### config.mk
export PLATFORM = sky130hd
export DESIGN_NAME = pwl_sweep_engine
export DESIGN_NICKNAME = d
export VERILOG_FILES = /design/src/rtl/pwl_sweep_engine.sv
export SDC_FILE = /design/constraint.sdc
export NUM_CORES = 1
export LEC_CHECK = 0
export BUFFER_PORTS_ARGS = -buffer_cell sky130_fd_sc_hd__buf_4
export CAP_MARGIN = 20
export CORE_MARGIN = 2
export CORE_UTILIZATION = 40
export CTS_BUF_LIST = sky130_fd_sc_hd__clkbuf_4 sky130_fd_sc_hd__clkbuf_8
export DETAILED_ROUTE_END_ITERATION = 10
export GPL_TIMING_DRIVEN = 0
export HOLD_SLACK_MARGIN = 0.12
export PLACE_DENSITY_LB_ADDON = 0.1
export SLEW_MARGIN = 0
export SYNTH_ARGS = -nofsm -noshare
export SYNTH_HDL_FRONTEND = slang
export SYNTH_SLANG_ARGS = --single-unit
### constraint.sdc
create_clock -name clk -period 10.28 [get_ports clk]
set_input_delay 0 -clock clk [delete_from_list [all_inputs] [get_ports clk]]
set_output_delay 0 -clock clk [all_outputs]
set_load 0.005 [all_outputs]
### src/rtl/pwl_sweep_engine.sv
// Time-multiplexed period/amplitude sweep engine: one slot per cycle over 2*CHANNELS slots per tick.
// Latency: slot k updates at the k+1-th edge after the tick; rd_data is registered (1 cycle); no backpressure, ticks while busy set overrun.
module pwl_sweep_engine #(
    parameter int CHANNELS    = 4,
    parameter int PERIOD_BITS = 13,
    parameter int AMP_BITS    = 6,
    parameter int STEP_BITS   = 5,
    parameter int INT_BITS    = 8,
    localparam int SW         = 3 + STEP_BITS + INT_BITS,
    localparam int A          = $clog2(CHANNELS) + 2
) (
    input  logic                            clk,
    input  logic                            reset,
    input  logic                            tick,
    input  logic                            wr_en,
    input  logic [A-1:0]                    wr_addr,
    input  logic [15:0]                     wr_data,
    input  logic [A-1:0]                    rd_addr,
    output logic [15:0]                     rd_data,
    input  logic                            clr_overrun,
    output logic [CHANNELS*PERIOD_BITS-1:0] periods,
    output logic [CHANNELS*AMP_BITS-1:0]    amps,
    output logic                            busy,
    output logic                            overrun
);

    localparam int CHW = $clog2(CHANNELS);
    localparam int SLW = CHW + 1;
    localparam int PCW = ((PERIOD_BITS > STEP_BITS) ? PERIOD_BITS : STEP_BITS) + 1;
    localparam int ACW = ((AMP_BITS > STEP_BITS) ? AMP_BITS : STEP_BITS) + 1;

    localparam logic [0:0] STATE_IDLE = 1'b0;
    localparam logic [0:0] STATE_RUN  = 1'b1;

    localparam logic [PERIOD_BITS-1:0] PMAX = {PERIOD_BITS{1'b1}};
    localparam logic [AMP_BITS-1:0]    AMAX = {AMP_BITS{1'b1}};

    logic [0:0]             state_q, state_d;
    logic [SLW-1:0]         slot_q, slot_d;
    logic [PERIOD_BITS-1:0] period_q [CHANNELS];
    logic [PERIOD_BITS-1:0] period_d [CHANNELS];
    logic [AMP_BITS-1:0]    amp_q [CHANNELS];
    logic [AMP_BITS-1:0]    amp_d [CHANNELS];
    logic [SW-1:0]          psw_q [CHANNELS];
    logic [SW-1:0]          psw_d [CHANNELS];
    logic [SW-1:0]          asw_q [CHANNELS];
    logic [SW-1:0]          asw_d [CHANNELS];
    logic [INT_BITS-1:0]    cnt_q [2*CHANNELS];
    logic [INT_BITS-1:0]    cnt_d [2*CHANNELS];
    logic                   overrun_q, overrun_d;
    logic [15:0]            rd_data_q, rd_data_d;

    // Current slot decode
    logic [CHW-1:0]       s_ch;
    logic                 s_amp;
    logic [SW-1:0]        s_sw;
    logic                 s_en, s_dir, s_wrap;
    logic [STEP_BITS-1:0] s_step;
    logic [INT_BITS-1:0]  s_int;
    logic [INT_BITS-1:0]  s_cnt;
    logic                 s_run;

    logic [PCW-1:0]         p_ext, p_stp, p_sum;
    logic [PERIOD_BITS-1:0] p_dif, p_new;
    logic                   p_clip;
    logic [ACW-1:0]         a_ext, a_stp, a_sum;
    logic [AMP_BITS-1:0]    a_dif, a_new;
    logic                   a_clip;
    logic                   s_sat;

    logic [CHW-1:0] w_ch;
    logic [1:0]     w_fld;
    logic           val_wr_hit;
    logic [CHW-1:0] r_ch;

    always_comb begin
        s_ch   = slot_q[SLW-1:1];
        s_amp  = slot_q[0];
        s_sw   = s_amp ? asw_q[s_ch] : psw_q[s_ch];
        s_en   = s_sw[SW-1];
        s_dir  = s_sw[SW-2];
        s_wrap = s_sw[SW-3];
        s_step = s_sw[INT_BITS +: STEP_BITS];
        s_int  = s_sw[INT_BITS-1:0];
        s_cnt  = cnt_q[slot_q];
        s_run  = (state_q == STATE_RUN);
    end

    // Step arithmetic is computed in a widened domain so range checks never alias
    always_comb begin
        p_ext  = PCW'(period_q[s_ch]);
        p_stp  = PCW'(s_step);
        p_sum  = p_ext + p_stp;
        p_dif  = period_q[s_ch] - PERIOD_BITS'(s_step);
        p_clip = s_dir ? (p_stp > p_ext) : (p_sum > PCW'(PMAX));
        if (!s_wrap && p_clip) begin
            p_new = s_dir ? '0 : PMAX;
        end else begin
            p_new = s_dir ? p_dif : p_sum[PERIOD_BITS-1:0];
        end

        a_ext  = ACW'(amp_q[s_ch]);
        a_stp  = ACW'(s_step);
        a_sum  = a_ext + a_stp;
        a_dif  = amp_q[s_ch] - AMP_BITS'(s_step);
        a_clip = s_dir ? (a_stp > a_ext) : (a_sum > ACW'(AMAX));
        if (!s_wrap && a_clip) begin
            a_new = s_dir ? '0 : AMAX;
        end else begin
            a_new = s_dir ? a_dif : a_sum[AMP_BITS-1:0];
        end

        s_sat = !s_wrap && (s_amp ? a_clip : p_clip);
    end

    always_comb begin
        w_ch       = wr_addr[A-1:2];
        w_fld      = wr_addr[1:0];
        val_wr_hit = wr_en && (w_ch == s_ch) && (w_fld == {1'b0, s_amp});

        period_d = period_q;
        amp_d    = amp_q;
        psw_d    = psw_q;
        asw_d    = asw_q;
        cnt_d    = cnt_q;

        if (s_run) begin
            if (!s_en) begin
                cnt_d[slot_q] = '0;
            end else if (s_cnt == s_int) begin
                cnt_d[slot_q] = '0;
                // A colliding register write owns the value and suppresses the en clear
                if (!val_wr_hit) begin
                    if (s_amp) begin
                        amp_d[s_ch] = a_new;
                        if (s_sat) asw_d[s_ch][SW-1] = 1'b0;
                    end else begin
                        period_d[s_ch] = p_new;
                        if (s_sat) psw_d[s_ch][SW-1] = 1'b0;
                    end
                end
            end else begin
                cnt_d[slot_q] = s_cnt + INT_BITS'(1);
            end
        end

        if (wr_en) begin
            case (w_fld)
                2'd0:    period_d[w_ch] = PERIOD_BITS'(wr_data);
                2'd1:    amp_d[w_ch]    = AMP_BITS'(wr_data);
                2'd2:    psw_d[w_ch]    = SW'(wr_data);
                default: asw_d[w_ch]    = SW'(wr_data);
            endcase
            if (w_fld[1]) cnt_d[{w_ch, w_fld[0]}] = '0;
        end
    end

    always_comb begin
        state_d = state_q;
        slot_d  = slot_q;
        case (state_q)
            STATE_IDLE: begin
                if (tick) begin
                    state_d = STATE_RUN;
                    slot_d  = '0;
                end
            end
            default: begin
                if (&slot_q) begin
                    state_d = STATE_IDLE;
                    slot_d  = '0;
                end else begin
                    slot_d = slot_q + SLW'(1);
                end
            end
        endcase

        overrun_d = overrun_q;
        if (clr_overrun) overrun_d = 1'b0;
        if (tick && s_run) overrun_d = 1'b1;
    end

    always_comb begin
        r_ch = rd_addr[A-1:2];
        case (rd_addr[1:0])
            2'd0:    rd_data_d = 16'(period_q[r_ch]);
            2'd1:    rd_data_d = 16'(amp_q[r_ch]);
            2'd2:    rd_data_d = 16'(psw_q[r_ch]);
            default: rd_data_d = 16'(asw_q[r_ch]);
        endcase
    end

    always_ff @(posedge clk) begin
        if (reset) begin
            state_q   <= STATE_IDLE;
            slot_q    <= '0;
            overrun_q <= 1'b0;
            rd_data_q <= '0;
            for (int i = 0; i < CHANNELS; i++) begin
                period_q[i] <= '0;
                amp_q[i]    <= '0;
                psw_q[i]    <= '0;
                asw_q[i]    <= '0;
            end
            for (int i = 0; i < 2*CHANNELS; i++) begin
                cnt_q[i] <= '0;
            end
        end else begin
            state_q   <= state_d;
            slot_q    <= slot_d;
            overrun_q <= overrun_d;
            rd_data_q <= rd_data_d;
            period_q  <= period_d;
            amp_q     <= amp_d;
            psw_q     <= psw_d;
            asw_q     <= asw_d;
            cnt_q     <= cnt_d;
        end
    end

    always_comb begin
        for (int c = 0; c < CHANNELS; c++) begin
            periods[c*PERIOD_BITS +: PERIOD_BITS] = period_q[c];
            amps[c*AMP_BITS +: AMP_BITS]          = amp_q[c];
        end
    end

    assign busy    = (state_q == STATE_RUN);
    assign overrun = overrun_q;
    assign rd_data = rd_data_q;

endmodule

==> results.yml <==
floorplanning:
  io-pin-count: 123
  start_util_pct: 40.5
  dieArea_um2: 41800
  die_y_um: 205
  die_width_um: 205
  coreArea_um2: 39700
  num_rows: 73
power:
  p_total_mw: 2.68
  p_per_area_nw_per_um2: 140
  p_leak_nw: 6.80
  ir_worst_vdd_uv: 99.8
synth:
  ys.flop_type: "dfxtp_1"
  synthArstFlopShare_pct: 0
  ys_warn_count: 0
  synth_cells: 1822
  yosys_register_bits: 289
  synth.distinct_cells: 77
  yosysMostFrequentCell: "nand2_1"
  synth.avg_cell_area_um2: 8.83
  synth_edf_count: 0
  synth_top_area_cell: "dfxtp_1"
  synthTopCellsByArea: "dfxtp_1 36%, mux4_2 15%, nand2_1 7.7%"
  syn_nets: 1878
  synth_top_area_share_pct: 36.0
  netlist_area_um2: 16100
  ys_top_cells_by_count: "331 x nand2_1, 289 x dfxtp_1, 170 x a21oi_1"
  yosysSeqAreaShare_pct: 36.0
worst_setup_path:
  worstPathRequired_ns: 10.88
  crit_path_max_incr_delay_ns: 0.82
  path_cells: "buf_2, buf_4, buf_4, buf_4, clkbuf_1, clkbuf_1, clkbuf_1, mux4_2, ha_1, nor2_1, a221oi_1, o31a_1, or3_1, nor2b_1, clkbuf_1, a21oi_1, a2111oi_0, dlygate4sd3_1"
  cp_num_buf_inv: 9
  critical_path.top_delay_family: "buffers and inverters"
  timing.critical_path.mode_cell: "clkbuf_1"
  arrival_ns: 7.87
  endpoint_kind: "flip-flop"
  worstSetupPathType: "reg2reg"
  cp_max_fo: 10
  critPathLaunchType: "flip-flop"
  crit_slowest_cell: "clkbuf_1"
cells_and_area:
  syn_to_final_growth_pct: 18.7
  nets: 2081
  drive_gt1_share_pct: 18.4
worst_hold_path:
  min_path_type: "in2reg"
global_route:
  overflow: 0
  grt_usage_pct: 33.8
  grt_pass1_wl_mm: 104
  grt-busiest-layer: "met2"
  grtUsageMet1_pct: 42.6
  use_met2_pct: 54.3
  antenna_found_initial: 3
  first_global_vias: 15500
  grt_use_met3_pct: 9.16
  grt_max_degree: 15
placement:
  hpwlAfterDp_mm: 51.5
  place.gp.congestion: 0.929
  portBuffers: 111
clocking:
  clock_sinks: 289
  cts_buffers: 54
  htreeDepth: 2
  cts-root-buf: "clkbuf_8"
  clockBufferDepth: 3
  insertion_delay_ns: 0.67
  cts_setup_buffers: 0
  cts_tree: "built"
  cts.clk_slew.worst_paths_ns: 0.06
outcome:
  status: "finished, final reports clean"
sta:
  setup_tns_ns: 0
  period_needed_ns: 7.28
  max_slew_margin_pct: 26.7
  finalCritPeriodShare_pct: 70.8
  rsz0062_at_grt: "false"
  worstMarginPinSlew_ns: 1.10
  setup_viol: 0
  report.final.slew_viol_count: 0
  max_freq_mhz: 137
  hold_viol: 0
  skew_ns: 0.0269
route:
  drcViolationCount: 0
  drt_iter0_drc: 1914
  dr.pass1.iters: 5
  wl_per_cell_um: 27.6
  vias_per_cell: 6.27
  postRouteAntennaNets: 0
  vias: 16300
  wl_mm: 71.6
run:
  maxCapViolations: 0
==> where the power goes <==
| part | internal (mW) | total, mW | switching, mW |
|---|---|---|---|
| registers | 1.13 | 1.15 | 0.0146 |
| clock network | 0.663 | 1.20 | 0.541 |
| logic | 0.0967 | 0.329 | 0.232 |
==> area by class of cell <==
type / instances / area, um2
Antenna cell: 3 / 7.51
Fill cell: 3851 / 20600
Inverter: 34 / 128
Buffer: 148 / 664
Clock buffer: 82 / 1030
Tap cell: 525 / 657
Clock inverter: 15 / 108
Sequential cell: 289 / 5790
Multi-Input combinational cell: 1351 / 9520
Timing Repair Buffer: 147 / 1200
==> sequential cells by signal, indices dropped and copies added (netlist names) <==
signal	cells
amps	24
overrun	1
busy	1
slot_q	3
rd_data	16
asw_q	64
periods	52
psw_q	64
cnt_q	64
==> cells by family (layout without fill, tap and decap cells) <==
family,count (synthesis),after routing,synth area share [%]
flops,289,289,36.0
fa+ha+maj,27,27,2.29
buf+inv,182,426,4.92
mux,155,155,17.9
xor+xnor,27,27,1.47
compound gates,419,419,17.3
simple gates,723,723,20.2
other cells,0,3,0
==> stage by stage <==
stage          std cells  hold WS [ns]  util (%)  area [um2]  setup WS, ns
2_1_floorplan       1822         0.140         -       16100          5.58
3_3_place_gp        2458         0.271      44.2       17600          3.33
3_5_place_dp        2459         0.282      44.3       17600          3.33
4_1_cts             2588         0.140      47.9       19000          3.32
5_1_grt             2591         0.194      48.0       19100          2.86
6_report            2594         0.144      48.1       19100          3.00
==> placed cells by master, fill, tap and decap left out, drive strengths merged, types with 35 or more instances in the layout <==
cell,count
dfxtp,289
nand3,60
mux4,104
a32oi,54
nand2,331
a21oi,170
inv,35
buf,161
nor3,46
nor2,170
clkbuf,184
mux2i,42
==> what timing repair did <==
item / 4_1_cts / 5_1_grt
gates resized for setup: 0 / 0
hold endpoints to repair: 180 / 0
hold buffers: 32 / 0
==> worst reg2reg max path, cell delays in order (launching register included) <==
cell	delay, ns
dfxtp_1	0.33
buf_2	0.21
buf_4	0.29
buf_4	0.31
buf_4	0.33
clkbuf_1	0.67
clkbuf_1	0.83
clkbuf_1	0.73
mux4_2	0.45
ha_1	0.38
nor2_1	0.13
a221oi_1	0.11
o31a_1	0.30
or3_1	0.43
nor2b_1	0.14
clkbuf_1	0.32
a21oi_1	0.21
a2111oi_0	0.44
dlygate4sd3_1	0.61
==> worst paths after layout <==
| kind | from | to | slack, ns | cells after the start |
|---|---|---|---|---|
| worst min-delay path | rd_addr[1] | rd_data[1] | 0.14 | 3 |
| worst max register to register | slot_q[2] | periods[19] | 3.00 | 18 |
| worst min register to register | cnt_q[49] | cnt_q[49] | 0.46 | 2 |
| worst max-delay path | slot_q[2] | periods[19] | 3.00 | 18 |
==> metal layers <==
metal  vias to the layer above  wire length, um
met1                      7975            28000
met3                       212             7280
li1                       7121                -
met4                         2             3310
met2                       944            33000
met5                         -                8
Note: power is estimated with default switching activity, not from simulation.
